==> src/rtl/uart_pkg.sv <==
// ----------------------------------------------------------------------------
// uart_pkg
//   Shared definitions for the UART receive path (and, later, TX/CTS paths).
//   Contents:
//     rx_state_t   - 2-bit receiver FSM state encoding
//     OSR          - oversampling ratio of the baud tick (ticks per bit)
//     DBITS_DEF    - default data bits per frame
//     SB_TICK_DEF  - default ticks spanning the stop bit(s)
//     MID_TICK     - tick index of the middle of a bit (OSR/2 - 1)
//     cnt_width()  - counter width for a modulus, never less than 1 bit
//     max_int()    - larger of two integers, for sizing shared counters
// ----------------------------------------------------------------------------
package uart_pkg;

  typedef enum logic [1:0] {
    IDLE  = 2'd0,
    START = 2'd1,
    DATA  = 2'd2,
    STOP  = 2'd3
  } rx_state_t;

  localparam int OSR         = 16;
  localparam int DBITS_DEF   = 8;
  localparam int SB_TICK_DEF = 16;
  localparam int MID_TICK    = OSR / 2 - 1;

  // Bits needed to count 0..n-1; a modulus of 1 or 2 still gets one bit.
  function automatic int cnt_width(input int n);
    return (n <= 2) ? 1 : $clog2(n);
  endfunction

  function automatic int max_int(input int a, input int b);
    return (a > b) ? a : b;
  endfunction

endpackage

==> src/rtl/uart_rx_if.sv <==
// ----------------------------------------------------------------------------
// uart_rx_if
//   Byte-delivery bus from the UART receiver to downstream consumer logic.
//   Signals:
//     data_out      [DBITS] last received byte, held until the next frame
//     rx_done_tick  [1]     one-cycle strobe when a frame completes
//     frame_err     [1]     stop-bit sample was 0 for the reported frame
//   Modports:
//     master - the receiver, drives all signals
//     slave  - the consumer, observes all signals
// ----------------------------------------------------------------------------
interface uart_rx_if
  import uart_pkg::*;
#(
  parameter int DBITS = DBITS_DEF
);

  logic [DBITS-1:0] data_out;
  logic             rx_done_tick;
  logic             frame_err;

  modport master (
    output data_out,
    output rx_done_tick,
    output frame_err
  );

  modport slave (
    input data_out,
    input rx_done_tick,
    input frame_err
  );

endinterface

==> src/rtl/sync_2ff.sv <==
// ----------------------------------------------------------------------------
// sync_2ff
//   Two-flop synchronizer for asynchronous inputs with a configurable reset
//   value, so idle-high lines (UART RX, CTS) come out of reset already idle.
//   Ports:
//     clk    in   destination clock
//     rst_n  in   asynchronous active-low reset
//     d      in   asynchronous input  [WIDTH]
//     q      out  synchronized output [WIDTH], two clocks of latency
// ----------------------------------------------------------------------------
module sync_2ff #(
  parameter int               WIDTH     = 1,
  parameter logic [WIDTH-1:0] RESET_VAL = '0
) (
  input  logic             clk,
  input  logic             rst_n,
  input  logic [WIDTH-1:0] d,
  output logic [WIDTH-1:0] q
);

  logic [WIDTH-1:0] meta;

  always_ff @(posedge clk or negedge rst_n) begin
    if (!rst_n) begin
      meta <= RESET_VAL;
      q    <= RESET_VAL;
    end else begin
      meta <= d;
      q    <= meta;
    end
  end

endmodule

==> src/rtl/uart_rx.sv <==
// ----------------------------------------------------------------------------
// uart_rx
//   UART receive path for 8N1-style frames, oversampled by the 16x baud tick
//   from baud_rate_generator. Each completed frame is presented on the
//   interface with a one-cycle done strobe and a framing-error flag.
//   Ports:
//     clk_100MHz   in   system clock
//     reset_n      in   asynchronous active-low reset
//     rx           in   asynchronous serial line, idle high
//     sample_tick  in   one-cycle pulse at OSR x baud
//     rx_bus       master modport of uart_rx_if:
//                    data_out     last received byte
//                    rx_done_tick one-cycle pulse per completed frame
//                    frame_err    stop-bit sample was 0 for that frame
// ----------------------------------------------------------------------------
module uart_rx
  import uart_pkg::*;
#(
  parameter int DBITS   = DBITS_DEF,
  parameter int SB_TICK = SB_TICK_DEF
) (
  input  logic       clk_100MHz,
  input  logic       reset_n,
  input  logic       rx,
  input  logic       sample_tick,
  uart_rx_if.master  rx_bus
);

  // One tick counter is shared by the bit-timing states and the stop state,
  // so it must cover whichever span is longer.
  localparam int S_W = max_int(cnt_width(OSR), cnt_width(SB_TICK));
  localparam int N_W = cnt_width(DBITS);

  localparam logic [S_W-1:0] S_ONE       = S_W'(1);
  localparam logic [S_W-1:0] S_MID       = S_W'(MID_TICK);
  localparam logic [S_W-1:0] S_LAST_BIT  = S_W'(OSR - 1);
  localparam logic [S_W-1:0] S_LAST_STOP = S_W'(SB_TICK - 1);
  localparam logic [N_W-1:0] N_ONE       = N_W'(1);
  localparam logic [N_W-1:0] N_LAST      = N_W'(DBITS - 1);

  logic             rx_s;
  rx_state_t        state;
  logic [S_W-1:0]   s;
  logic [N_W-1:0]   n;
  logic [DBITS-1:0] shift;
  logic [DBITS-1:0] data_q;
  logic             done_q;
  logic             ferr_q;

  // The line idles high, so the synchronizer also resets high; otherwise the
  // FSM would see a false start edge right after reset release.
  sync_2ff #(
    .WIDTH     (1),
    .RESET_VAL (1'b1)
  ) u_rx_sync (
    .clk   (clk_100MHz),
    .rst_n (reset_n),
    .d     (rx),
    .q     (rx_s)
  );

  // Receiver FSM. Start-edge detection in IDLE runs every clock so the bit
  // phase is captured as tightly as possible; every other transition waits
  // for sample_tick. The START state re-checks the line at mid-bit to reject
  // short low glitches. Counting from entry into START, the mid-start point
  // lands on the 8th tick, and each following 16-tick window ends on the
  // middle of the next bit, which is where the data and stop samples are
  // taken. Leaving STOP at the stop-bit middle (rather than its end) gives
  // the next start edge a clean IDLE to land in.
  always_ff @(posedge clk_100MHz or negedge reset_n) begin
    if (!reset_n) begin
      state  <= IDLE;
      s      <= '0;
      n      <= '0;
      shift  <= '0;
      data_q <= '0;
      done_q <= 1'b0;
      ferr_q <= 1'b0;
    end else begin
      done_q <= 1'b0;
      unique case (state)
        IDLE: begin
          if (!rx_s) begin
            state <= START;
            s     <= '0;
          end
        end

        START: begin
          if (sample_tick) begin
            if (s == S_MID) begin
              if (!rx_s) begin
                state <= DATA;
                s     <= '0;
                n     <= '0;
              end else begin
                state <= IDLE;
              end
            end else begin
              s <= s + S_ONE;
            end
          end
        end

        DATA: begin
          if (sample_tick) begin
            if (s == S_LAST_BIT) begin
              s     <= '0;
              // LSB arrives first, so bits enter at the top and walk down.
              shift <= {rx_s, shift[DBITS-1:1]};
              if (n == N_LAST) begin
                state <= STOP;
              end else begin
                n <= n + N_ONE;
              end
            end else begin
              s <= s + S_ONE;
            end
          end
        end

        STOP: begin
          if (sample_tick) begin
            if (s == S_LAST_STOP) begin
              data_q <= shift;
              ferr_q <= ~rx_s;
              done_q <= 1'b1;
              state  <= IDLE;
            end else begin
              s <= s + S_ONE;
            end
          end
        end

        default: state <= IDLE;
      endcase
    end
  end

  assign rx_bus.data_out     = data_q;
  assign rx_bus.rx_done_tick = done_q;
  assign rx_bus.frame_err    = ferr_q;

endmodule

==> src/flat_wrapper.sv <==
// flat-port wrapper written by rule: the top's interface ports become plain ports
module uart_rx_flat import uart_pkg::*;
#(
  parameter int DBITS   = DBITS_DEF,
  parameter int SB_TICK = SB_TICK_DEF
)
  (clk_100MHz, reset_n, rx, sample_tick, rx_bus_data_out, rx_bus_rx_done_tick, rx_bus_frame_err);
  uart_rx_if #(.DBITS(DBITS)) rx_bus_i ();
  input  logic clk_100MHz;
  input  logic reset_n;
  input  logic rx;
  input  logic sample_tick;
  output wire logic [$bits(rx_bus_i.data_out)-1:0] rx_bus_data_out;
  output wire logic [$bits(rx_bus_i.rx_done_tick)-1:0] rx_bus_rx_done_tick;
  output wire logic [$bits(rx_bus_i.frame_err)-1:0] rx_bus_frame_err;
  assign rx_bus_data_out = rx_bus_i.data_out;
  assign rx_bus_rx_done_tick = rx_bus_i.rx_done_tick;
  assign rx_bus_frame_err = rx_bus_i.frame_err;
  uart_rx #(.DBITS(DBITS), .SB_TICK(SB_TICK)) u_core (.clk_100MHz(clk_100MHz), .reset_n(reset_n), .rx(rx), .sample_tick(sample_tick), .rx_bus(rx_bus_i));
endmodule
==> config.mk <==
export PLATFORM = sky130hd
export DESIGN_NAME = uart_rx_flat
export DESIGN_NICKNAME = d
export VERILOG_FILES = /design/src/rtl/uart_pkg.sv /design/src/rtl/uart_rx_if.sv /design/src/rtl/sync_2ff.sv /design/src/rtl/uart_rx.sv /design/src/flat_wrapper.sv
export SDC_FILE = /design/constraint.sdc
export NUM_CORES = 1
export LEC_CHECK = 0
export BUFFER_PORTS_ARGS = -buffer_cell sky130_fd_sc_hd__buf_2
export CORE_MARGIN = 2
export CORE_UTILIZATION = 54
export CTS_CLUSTER_SIZE = 8
export DETAILED_ROUTE_END_ITERATION = 8
export PLACE_DENSITY_LB_ADDON = 0.2
export SLEW_MARGIN = 20
export SYNTH_ARGS = -nofsm -noshare
export SYNTH_HDL_FRONTEND = slang
export SYNTH_SLANG_ARGS = --single-unit
==> constraint.sdc <==
create_clock -name clk_100MHz -period 3.45 [get_ports clk_100MHz]
set_input_delay 0.345 -clock clk_100MHz [delete_from_list [all_inputs] [get_ports clk_100MHz]]
set_output_delay 0.345 -clock clk_100MHz [all_outputs]
set_load 0.01 [all_outputs]
# After elaboration in Yosys (flattened, before gate mapping)
# Cells that the tools add are included.
[totals]
reg_bits = 29
input_bits = 4
[op_classes]
add_sub_neg = 2
n_eq_ne = 17
mux = 28
n_bitwise = 1
reduce_logical = 7
[ops]
columns = ["operator", "n"]
rows = [
  ["4-bit two-way mux", 7],
  ["2-bit two-way mux", 9],
  ["3-bit two-way mux", 6],
  ["4-bit case mux with 4 select lines", 1],
  ["2-bit != test (second input constant)", 7],
  ["2-bit by 1-bit != test with 1-bit output (second input constant)", 4],
  ["2-bit case mux with 4 select lines", 1],
  ["8-bit AND reduction", 1],
  ["7-bit AND reduction", 1],
  ["3-bit case mux with 2 select lines", 1],
  ["3-bit AND reduction", 2],
  ["4-bit by 1-bit adder with 4-bit output (second input constant)", 1],
  ["2-bit equality test (second input constant)", 2],
  ["4-bit by 3-bit equality test with 1-bit output (second input constant)", 1],
  ["4-bit equality test (second input constant)", 1],
  ["4-bit AND reduction", 1],
  ["3-bit by 1-bit adder with 3-bit output (second input constant)", 1],
  ["3-bit equality test (second input constant)", 1],
  ["1-bit two-way mux", 3],
  ["2-bit by 1-bit equality test with 1-bit output (second input constant)", 1],
  ["2-bit logical NOT", 1],
  ["2-bit nonzero test", 1],
  ["1-bit inverter", 1],
]

# Depth between registers and ports, before layout
# Gate-level depths: netlist of run 1.
[logic_depth]
ltp_word = 5
ltp_mapped = 6
mapped_depth_nobuf = 5

# Cells and area by module
# A second synthesis of run 1 with hierarchy kept.
[unflattened]
hier_cells = 104
hier_area_um2 = 1390.1
[modules_own_cells]
columns = ["module", "instances", "cells_per_inst", "area_each_um2"]
rows = [
  ["uart_rx", 1, 102, 1337.5],
  ["sync_2ff", 1, 2, 52.6],
]

# Worst setup path after synthesis of run 1
# Ideal clock, no wire load.
[synth_path]
path_type = "register to register"
startpoint = "reg u_core.s[0]"
endpoint = "reg u_core.data_q[0] (netlist: u_core.rx_bus.data_out[0])"
arrival_ns = 1.532
slack_ns = 1.792
path_stages_with_launch = 6
n_path_buf = 1
synth_period_minus_slack_ns = 1.658
cell_sequence = "dfrtp_1 > ha_1 > nand4_2 > or3_4 > buf_6 > mux2_4"
[synth_via]
elab_chain_cells = 2
[synth_rtl]
columns = ["element", "line", "text"]
rows = [
  ["from (decl)", "uart_rx.sv:43", "logic [S_W-1:0] s;"],
  ["from (signal assigned)", "uart_rx.sv:100", "s <= s + S_ONE;"],
  ["from (signal assigned)", "uart_rx.sv:117", "s <= s + S_ONE;"],
  ["from (signal assigned)", "uart_rx.sv:130", "s <= s + S_ONE;"],
  ["4-bit equality test", "uart_rx.sv:124", "if (s == S_LAST_STOP) begin"],
  ["3-bit AND reduction (no line)", "n/a", ""],
  ["to (signal assigned)", "uart_rx.sv:125", "data_q <= shift;"],
  ["to (decl)", "uart_rx.sv:46", "logic [DBITS-1:0] data_q;"],
]
# Every way passes these cells.
# A chain may end at the register's enable or synchronous reset.

# Worst setup path after layout of run 1
[layout_path]
startpoint = "reg u_core.s[0]"
endpoint = "reg u_core.shift[5]"
[layout_via]
elab_chain_cells = 2
[layout_rtl]
columns = ["element", "line", "text"]
rows = [
  ["4-bit equality test", "uart_rx.sv:107", "if (s == S_LAST_BIT) begin"],
  ["3-bit AND reduction (no line)", "n/a", ""],
  ["to (signal assigned)", "uart_rx.sv:110", "shift <= {rx_s, shift[DBITS-1:1]};"],
  ["to (decl)", "uart_rx.sv:45", "logic [DBITS-1:0] shift;"],
]
# Every way passes these cells.

==> out/qor.json, run 1 <==
{
  "outcome": {"value": "complete, no violations"},
  "critical_path.slowest_cell": {"value": "sky130_fd_sc_hd__nor3_2"},
  "timing.hold.worst.class": {"value": "in -> async"},
  "global_route_wire_length_before_repair": {"value": 3340, "unit": "um"},
  "number_of_enable_flip_flop_cells_after_synthesis": {"value": 0},
  "num_rows": {"value": 17},
  "crit_path_cell_trace": {"value": "ha_1, nand4_2, nor3_2, mux2_2"},
  "n_fill_cell": {"value": 185},
  "worst_clock_skew": {"value": 0.00484, "unit": "ns"},
  "grt_start_max_net_pins": {"value": 30},
  "cpPeakStageDelay": {"value": 0.51, "unit": "ns"},
  "hold_viol": {"value": 0},
  "cts_inserted_buffers": {"value": 5},
  "tightest_slew": {"value": 0.627, "unit": "ns"},
  "cp_data_arrival_time": {"value": 2.05, "unit": "ns"},
  "clk_root_buffer_cell": {"value": "sky130_fd_sc_hd__clkbuf_4"},
  "slew_headroom": {"value": 58.2, "unit": "%"},
  "initial_standard_cell_utilization_of_the_core": {"value": 58.0, "unit": "%"},
  "grt_setup_unrepaired": {"value": "no"},
  "critPathTopFamily": {"value": "simple AND/OR/NAND/NOR gates"},
  "antennaDiodeCount": {"value": 0},
  "port_buffers": {"value": 13},
  "core": {"value": 2230, "unit": "um2"},
  "synth.avg_cell_area": {"value": 13.2, "unit": "um2"},
  "grt_remaining_overflow": {"value": 0},
  "totalPowerFinal": {"value": 0.000876, "unit": "W"},
  "leakagePower": {"value": 0.768, "unit": "nW"},
  "synth.yosys.warnings": {"value": 0},
  "route.detailed.wl_per_inst": {"value": 13.6, "unit": "um"},
  "cell_with_the_most_instances_after_synthesis": {"value": "sky130_fd_sc_hd__dfrtp_1"},
  "dieWidth": {"value": 53.0, "unit": "um"},
  "fin_tns_setup": {"value": 0, "unit": "ns"},
  "netlist-cell-type-count": {"value": 31},
  "grtUsageTotal": {"value": 17.4, "unit": "%"},
  "cp.buffers_inverters": {"value": 0},
  "grt.met3_usage": {"value": 7.63, "unit": "%"},
  "synth_nets": {"value": 105},
  "routed_wirelength": {"value": 1940, "unit": "um"},
  "postCtsSetupBuffers": {"value": 0},
  "clockBufferDepth": {"value": 2},
  "maxSlewViolCount": {"value": 0},
  "final_antenna_net_count": {"value": 0},
  "timing.final.ws_setup": {"value": 1.61, "unit": "ns"},
  "drive_above_1_share": {"value": 38.3, "unit": "%"},
  "clk_pin_slew": {"value": 0.09, "unit": "ns"},
  "multi_input_comb_area": {"value": 524, "unit": "um2"},
  "vias": {"value": 806},
  "largest_fanout_on_the_critical_path": {"value": 8},
  "clock_sinks": {"value": 29},
  "top_level_ports": {"value": 14},
  "synthesis.area": {"value": 1300, "unit": "um2"},
  "grt_antenna_before_repair": {"value": 0},
  "fmaxAchievable": {"value": 0.545, "unit": "GHz"},
  "post-synth-top-area-fraction": {"value": 52.1, "unit": "%"},
  "max_cap_viol_count": {"value": 0},
  "post_cts_resize_count": {"value": 0},
  "detail_route.iter0.violations": {"value": 17},
  "dpl_worst_slack": {"value": 1.61, "unit": "ns"},
  "drc": {"value": 0},
  "cts_tree": {"value": "yes"},
  "drt-pass1-iter-count": {"value": 4},
  "final_period_minus_worst_setup_slack": {"value": 1.84, "unit": "ns"},
  "via_count_of_the_first_global_routing_pass": {"value": 756},
  "timing.critical_path.from_type": {"value": "register"},
  "global_route.peak_usage_layer": {"value": "met2"},
  "holdBufCountCts": {"value": 0},
  "gp_congestion": {"value": 0.820},
  "final_min_period_over_clock_period": {"value": 53.2, "unit": "%"},
  "ys_seq_elements": {"value": 29},
  "clock_latency": {"value": 0.32, "unit": "ns"},
  "seq_area_frac_synth": {"value": 56.2, "unit": "%"},
  "grt.met1_usage": {"value": 19.4, "unit": "%"},
  "vias_per_cell": {"value": 5.64},
  "synth_top_cell_by_area": {"value": "sky130_fd_sc_hd__dfrtp_1"},
  "synthTopCellsByCount": {"value": "sky130_fd_sc_hd__dfrtp_1 (27), sky130_fd_sc_hd__mux2_2 (11), sky130_fd_sc_hd__mux2_4 (7), sky130_fd_sc_hd__inv_1 (5), sky130_fd_sc_hd__nand2_1 (5)"},
  "ir_worst_vdd": {"value": 0.524, "unit": "mV"},
  "worst_setup_path_startpoint": {"value": "u_core.s[0]"},
  "endpoint_kind": {"value": "register"},
  "area_growth_syn_to_layout": {"value": 11.2, "unit": "%"},
  "synth_top_flop_cell": {"value": "sky130_fd_sc_hd__dfrtp_1"},
  "die_outline_area": {"value": 2810, "unit": "um2"},
  "cp.required": {"value": 3.66, "unit": "ns"},
  "crit_type": {"value": "reg -> reg"},
  "layout.nets": {"value": 121},
  "power-per-cell-area": {"value": 608, "unit": "nW/um2"},
  "dp_hpwl": {"value": 1330, "unit": "um"},
  "setup_viol_count_final": {"value": 0},
  "async_set_or_reset_register_ratio_after_synthesis": {"value": 100, "unit": "%"},
  "cts-htree-levels": {"value": 2},
  "grt_util_met2": {"value": 27.9, "unit": "%"},
  "seqCellArea": {"value": 728, "unit": "um2"},
  "synthTopCellsByArea": {"value": "sky130_fd_sc_hd__dfrtp_1 (52%), sky130_fd_sc_hd__mux2_2 (9.6%), sky130_fd_sc_hd__mux2_4 (8.1%), sky130_fd_sc_hd__dfstp_2 (4.1%), sky130_fd_sc_hd__ha_1 (2.9%)"},
  "die-height": {"value": 53.0, "unit": "um"},
  "worstReg2RegStart": {"value": "u_core.s[0]"},
  "syn_inst": {"value": 98}
}
[path summary, 6_finish.rpt]
kind / slack, ns / to / depth (start not counted)
setup / recovery: 1.61 / u_core.shift[5] / 4
hold / removal: 0.03 / u_core.state[0] / 1
setup reg to reg: 1.61 / u_core.shift[5] / 4
hold reg to reg: 0.36 / u_core.u_rx_sync.q / 0
max in group asynchronous: 3.01 / u_core.rx_bus.data_out[7] / 1
min in group clk_100MHz: 0.12 / u_core.u_rx_sync.meta / 1
[kinds of logic after synthesis]
kind of cell    after synthesis  synth area share (%)
xor+xnor                      2                  1.35
compound gates               15                  8.50
mux                          18                  17.7
buf+inv                       9                  3.38
simple gates                 22                  10.0
fa+ha+maj                     3                  2.90
flops                        29                  56.2
[layout by cell type, fill, tap and decap left out, drive strengths merged, types with 3 or more instances in the layout]
master	instances
buf	13
clkbuf	7
nor3	3
dfrtp	27
and3	3
nor2	3
mux2	18
nand2	5
inv	5
a22o	3
ha	3
[routing by layer]
| layer | up-vias | routed length, um |
|---|---|---|
| met1 | 389 | 904 |
| met3 | 6 | 117 |
| li1 | 388 | - |
| met2 | 23 | 874 |
| met5 | - | 0 |
| met4 | 0 | 44 |
[sequential cells by signal, indices dropped and copies added (netlist names), named ones only]
signal	cells
u_core.rx_bus.frame_err	1
u_core.n	3
u_core.rx_bus.rx_done_tick	1
u_core.u_rx_sync.q	1
u_core.s	4
u_core.rx_bus.data_out	8
u_core.state	1
u_core.u_rx_sync.meta	1
u_core.shift	8
[layout make-up]
type / count / share of cell area [%]
Inverter: 5 / 1.30
Sequential cell: 29 / 50.5
Multi-Input combinational cell: 60 / 36.4
Timing Repair Buffer: 13 / 4.51
Tap cell: 28 / 2.43
Clock buffer: 7 / 4.51
Clock inverter: 1 / 0.347
[metrics by stage]
step / area, um2 / utilization (%) / cells / hold WS (ns)
global route: 1440 / 64.5 / 143 / 0.0612
global placement: 1370 / 61.4 / 135 / 0.346
finish: 1440 / 64.5 / 143 / 0.0336
detailed placement: 1370 / 61.4 / 135 / 0.347
floorplan: 1300 / - / 98 / 0.0494
CTS: 1440 / 64.5 / 143 / 0.0361
[power breakdown]
| part | internal, W | total (W) | switching, W |
|---|---|---|---|
| clock network | 0.000118 | 0.000230 | 0.000112 |
| registers | 0.000388 | 0.000455 | 0.0000676 |
| logic | 0.000101 | 0.000190 | 0.0000892 |
| total | 0.000607 | 0.000876 | 0.000269 |
No activity file was read; power rests on OpenSTA's default activity.
==> run 2, diff against run 1 <==
Settings changed: ABC_AREA set to 1.
Clock period 3.45 ns to 1.7 ns, I/O delays scaled along.
==> run 2 against run 1 <==
Effect of this change:
- non-clock buffer count increased by 2
- combinational power increased to 3.1 times the previous value
- routed wire length rose by 26%
- via count grew 31%
- largest power group unchanged
- cell count increased by 48%
- clock power grew 87%
- synthesized cell count is 65% higher
- die area increased by 8.7%
- first-iteration DRC count is 100% higher
- final area grew 7.9%
- sequential cell count did not move
==> out/qor.json, run 2 <==
{
  "outcome": {"value": "complete, no violations", "change": "unchanged"},
  "cpPeakStageDelay": {"value": 0.65, "unit": "ns", "change": "was 0.51 ns"},
  "synthTopCellsByArea": {"value": "sky130_fd_sc_hd__dfrtp_1 (48%), sky130_fd_sc_hd__nand2_1 (14%), sky130_fd_sc_hd__o21ai_2 (5.6%), sky130_fd_sc_hd__inv_1 (5.0%), sky130_fd_sc_hd__o21ai_0 (4.9%)", "change": "was sky130_fd_sc_hd__dfrtp_1 (52%), sky130_fd_sc_hd__mux2_2 (9.6%), sky130_fd_sc_hd__mux2_4 (8.1%), sky130_fd_sc_hd__dfstp_2 (4.1%), sky130_fd_sc_hd__ha_1 (2.9%)"},
  "drc": {"value": 0, "change": "unchanged"},
  "hold_viol": {"value": 0, "change": "unchanged"},
  "cp_data_arrival_time": {"value": 1.73, "unit": "ns", "change": "was 2.05 ns"},
  "power-per-cell-area": {"value": 1260, "unit": "nW/um2", "change": "was 608 nW/um2"},
  "critical_path.slowest_cell": {"value": "sky130_fd_sc_hd__dfrtp_1", "change": "was sky130_fd_sc_hd__nor3_2"},
  "r2r.worst_path.cells": {"value": 3, "change": "was 4"},
  "holdWs": {"value": 0.256, "unit": "ns", "change": "was 0.0336 ns"},
  "cell_with_the_most_instances_after_synthesis": {"value": "sky130_fd_sc_hd__nand2_1", "change": "was sky130_fd_sc_hd__dfrtp_1"},
  "cp.required": {"value": 1.88, "unit": "ns", "change": "was 3.66 ns"},
  "clockBufferDepth": {"value": 2, "change": "unchanged"},
  "crit_type": {"value": "reg -> reg", "change": "unchanged"},
  "grtUsageTotal": {"value": 18.3, "unit": "%", "change": "was 17.4%"},
  "ys_seq_elements": {"value": 29, "change": "unchanged"},
  "fmaxAchievable": {"value": 0.645, "unit": "GHz", "change": "was 0.545 GHz"},
  "total_switching_power": {"value": 0.000759, "unit": "W", "change": "was 0.000269 W"},
  "tightest_slew": {"value": 0.620, "unit": "ns", "change": "was 0.627 ns"},
  "top_level_ports": {"value": 14, "change": "unchanged"},
  "maxSlewViolCount": {"value": 0, "change": "unchanged"},
  "cts_tree": {"value": "yes", "change": "unchanged"},
  "via_count_of_the_first_global_routing_pass": {"value": 995, "change": "was 756"},
  "grt_setup_unrepaired": {"value": "no", "change": "unchanged"},
  "synth.yosys.warnings": {"value": 0, "change": "unchanged"},
  "cts_inserted_buffers": {"value": 5, "change": "unchanged"},
  "syn_inst": {"value": 162, "change": "was 98"},
  "clk_root_buffer_cell": {"value": "sky130_fd_sc_hd__clkbuf_4", "change": "unchanged"},
  "global_route_wire_length_before_repair": {"value": 4230, "unit": "um", "change": "was 3340 um"},
  "cts-htree-levels": {"value": 2, "change": "unchanged"},
  "endpoint_kind": {"value": "register", "change": "unchanged"},
  "final_period_minus_worst_setup_slack": {"value": 1.55, "unit": "ns", "change": "was 1.84 ns"},
  "clk_pin_slew": {"value": 0.09, "unit": "ns", "change": "about the same"},
  "detail_route.iter0.violations": {"value": 34, "change": "was 17"},
  "r2r_end": {"value": "u_core.shift[6]", "change": "was u_core.shift[5]"},
  "slew_headroom": {"value": 58.6, "unit": "%", "change": "was 58.2%"},
  "die-height": {"value": 55.3, "unit": "um", "change": "was 53.0 um"},
  "largest_fanout_on_the_critical_path": {"value": 16, "change": "was 8"},
  "port_buffers": {"value": 13, "change": "unchanged"},
  "setup_viol_count_final": {"value": 0, "change": "unchanged"},
  "timing.critical_path.from_type": {"value": "register", "change": "unchanged"},
  "final_antenna_net_count": {"value": 0, "change": "unchanged"},
  "leakagePower": {"value": 0.829, "unit": "nW", "change": "was 0.768 nW"},
  "grt_antenna_before_repair": {"value": 0, "change": "unchanged"},
  "synth_nets": {"value": 169, "change": "was 105"},
  "vias": {"value": 1058, "change": "was 806"},
  "core": {"value": 2480, "unit": "um2", "change": "was 2230 um2"},
  "final_min_period_over_clock_period": {"value": 91.1, "unit": "%", "change": "was 53.2%"},
  "fin_tns_setup": {"value": 0, "unit": "ns", "change": "unchanged"},
  "synthesis.area": {"value": 1420, "unit": "um2", "change": "was 1300 um2"},
  "post-synth-top-area-fraction": {"value": 47.6, "unit": "%", "change": "was 52.1%"},
  "max_cap_viol_count": {"value": 0, "change": "unchanged"},
  "drt-pass1-iter-count": {"value": 4, "change": "unchanged"},
  "layout.nets": {"value": 187, "change": "was 121"},
  "synth.avg_cell_area": {"value": 8.76, "unit": "um2", "change": "was 13.2 um2"},
  "ir_worst_vdd": {"value": 0.868, "unit": "mV", "change": "was 0.524 mV"},
  "pwr-share-clk": {"value": 22.0, "unit": "%", "change": "was 26.3%"},
  "regToRegSetupSlack": {"value": 0.15, "unit": "ns", "change": "was 1.61 ns"},
  "layout.cells.most_common_list": {"value": "sky130_fd_sc_hd__nand2_1 (52), sky130_fd_sc_hd__dfrtp_1 (27), sky130_fd_sc_hd__inv_1 (19), sky130_fd_sc_hd__o21ai_0 (14), sky130_fd_sc_hd__buf_2 (13)", "change": "was sky130_fd_sc_hd__dfrtp_1 (27), sky130_fd_sc_hd__buf_2 (13), sky130_fd_sc_hd__mux2_2 (11), sky130_fd_sc_hd__mux2_4 (7)"},
  "layout_commonest_cell": {"value": "sky130_fd_sc_hd__nand2_1", "change": "was sky130_fd_sc_hd__dfrtp_1"},
  "num_rows": {"value": 18, "change": "was 17"},
  "crit_end": {"value": "u_core.shift[6]", "change": "was u_core.shift[5]"},
  "number_of_enable_flip_flop_cells_after_synthesis": {"value": 0, "change": "unchanged"},
  "share_seq_of_total_power": {"value": 48.4, "unit": "%", "change": "was 52.0%"},
  "worst_clock_skew": {"value": 0.0100, "unit": "ns", "change": "was 0.00484 ns"},
  "die_outline_area": {"value": 3050, "unit": "um2", "change": "was 2810 um2"},
  "route.detailed.wl_per_inst": {"value": 11.6, "unit": "um", "change": "was 13.6 um"},
  "crit_path_cell_trace": {"value": "nand2_4, nor3_4, o21ai_0", "change": "was ha_1, nand4_2, nor3_2, mux2_2"},
  "netlist-cell-type-count": {"value": 19, "change": "was 31"},
  "n_fill_cell": {"value": 240, "change": "was 185"},
  "clock_latency": {"value": 0.32, "unit": "ns", "change": "about the same"},
  "combinational_fraction_of_design_power": {"value": 29.6, "unit": "%", "change": "was 21.7%"},
  "synth_top_cell_by_area": {"value": "sky130_fd_sc_hd__dfrtp_1", "change": "unchanged"},
  "dp_hpwl": {"value": 1730, "unit": "um", "change": "was 1330 um"},
  "async_set_or_reset_register_ratio_after_synthesis": {"value": 100, "unit": "%", "change": "unchanged"},
  "initial_standard_cell_utilization_of_the_core": {"value": 57.3, "unit": "%", "change": "was 58.0%"},
  "timing.hold.worst.class": {"value": "in -> reg", "change": "was in -> async"},
  "dieWidth": {"value": 55.3, "unit": "um", "change": "was 53.0 um"},
  "drive_above_1_share": {"value": 22.7, "unit": "%", "change": "was 38.3%"},
  "routed_wirelength": {"value": 2450, "unit": "um", "change": "was 1940 um"},
  "grt_start_max_net_pins": {"value": 30, "change": "unchanged"},
  "gp_congestion": {"value": 0.754, "change": "was 0.820"},
  "antennaDiodeCount": {"value": 0, "change": "unchanged"},
  "clock_sinks": {"value": 29, "change": "unchanged"},
  "seq_area_frac_synth": {"value": 51.3, "unit": "%", "change": "was 56.2%"},
  "cell_internal_pwr": {"value": 0.00120, "unit": "W", "change": "was 0.000607 W"},
  "grt_remaining_overflow": {"value": 0, "change": "unchanged"},
  "area_growth_syn_to_layout": {"value": 9.61, "unit": "%", "change": "was 11.2%"},
  "synth_top_flop_cell": {"value": "sky130_fd_sc_hd__dfrtp_1", "change": "unchanged"},
  "power.switching_fraction": {"value": 38.8, "unit": "%", "change": "was 30.7%"},
  "vias_per_cell": {"value": 5.01, "change": "was 5.64"},
  "synthTopCellsByCount": {"value": "sky130_fd_sc_hd__nand2_1 (52), sky130_fd_sc_hd__dfrtp_1 (27), sky130_fd_sc_hd__inv_1 (19), sky130_fd_sc_hd__o21ai_0 (14)", "change": "was sky130_fd_sc_hd__dfrtp_1 (27), sky130_fd_sc_hd__mux2_2 (11), sky130_fd_sc_hd__mux2_4 (7), sky130_fd_sc_hd__inv_1 (5), sky130_fd_sc_hd__nand2_1 (5)"}
}
==> run 2: cell type report <==
| type | count | area, um2 | share of cell area [%] |
|---|---|---|---|
| inverters | 20 | 77.6 | 4.99 |
| multi-input cells | 109 | 568 | 36.5 |
| flip-flops and latches | 29 | 728 | 46.8 |
| well taps | 30 | 37.5 | 2.41 |
| repair buffers | 15 | 85.1 | 5.47 |
| clock buffers | 8 | 58.8 | 3.78 |
==> run 2: logic make-up (layout without fill, tap and decap cells) <==
family | Yosys count | after routing | share of synthesized area, %
fa+ha+maj | 3 | 3 | 2.65
xor+xnor | 1 | 1 | 0.617
flops | 29 | 29 | 51.3
simple gates | 80 | 80 | 25.3
compound gates | 25 | 25 | 11.5
buf+inv | 24 | 43 | 8.64
==> run 2: worst max-delay path: cells and delay by family (launching register included) <==
family | cells | cell delay (ns)
flops | 1 | 0.65
compound gates | 1 | 0.16
simple gates | 2 | 0.59
==> run 2: repair_timing <==
item                                   in CTS  in global routing
setup endpoints to repair                   0                  0
endpoints found under the hold margin      28                  0
buffers inserted                            0                  0
hold buffers                                2                  0
gates resized for setup                     0                  0
==> run 2: worst min path at each step <==
| stage | cells past startpoint | from | slack, ns | to |
|---|---|---|---|---|
| floorplan | 0 | reset_n | -0.13 | async pin |
| global placement | 1 | reset_n | 0.22 | u_core.s[3] |
| detailed placement | 1 | reset_n | 0.23 | u_core.s[3] |
| CTS | 3 | sample_tick | 0.23 | u_core.rx_bus.rx_done_tick |
| global route | 3 | sample_tick | 0.26 | u_core.rx_bus.rx_done_tick |
| finish | 3 | sample_tick | 0.26 | u_core.rx_bus.rx_done_tick |
==> run 2: power groups by stage <==
stage / Clock (W) / Combinational (W) / Sequential (W)
after floorplan: 0 / 0.000555 / 0.000879
after global placement: 0 / 0.000545 / 0.000949
after detailed placement: 0 / 0.000575 / 0.000958
after CTS: 0.000462 / 0.000585 / 0.000946
after global routing: 0.000484 / 0.000674 / 0.000961
final: 0.000430 / 0.000580 / 0.000947
==> run 2: routing by layer <==
| metal | wire length, um | part of all wire [%] | GRT usage, % | vias up |
|---|---|---|---|---|
| met1 | 1070 | 44 | 20.2 | 493 |
| met4 | 46 | 1.9 | 10.5 | 0 |
| met3 | 93 | 3.8 | 7.03 | 5 |
| met2 | 1240 | 51 | 29.9 | 15 |
| li1 | - | - | - | 545 |
| met5 | 0 | 0 | 0 | - |
==> run 2: stage by stage <==
step	utilization (%)	total power [W]	cell area (um2)	setup WS, ns	cells
floorplan	-	0.00143	1420	0.389	162
global placement	59.6	0.00149	1480	0.221	201
detailed placement	59.6	0.00153	1480	0.163	201
CTS	62.8	0.00199	1560	0.153	211
global route	62.8	0.00212	1560	0.0150	211
finish	62.8	0.00196	1560	0.151	211
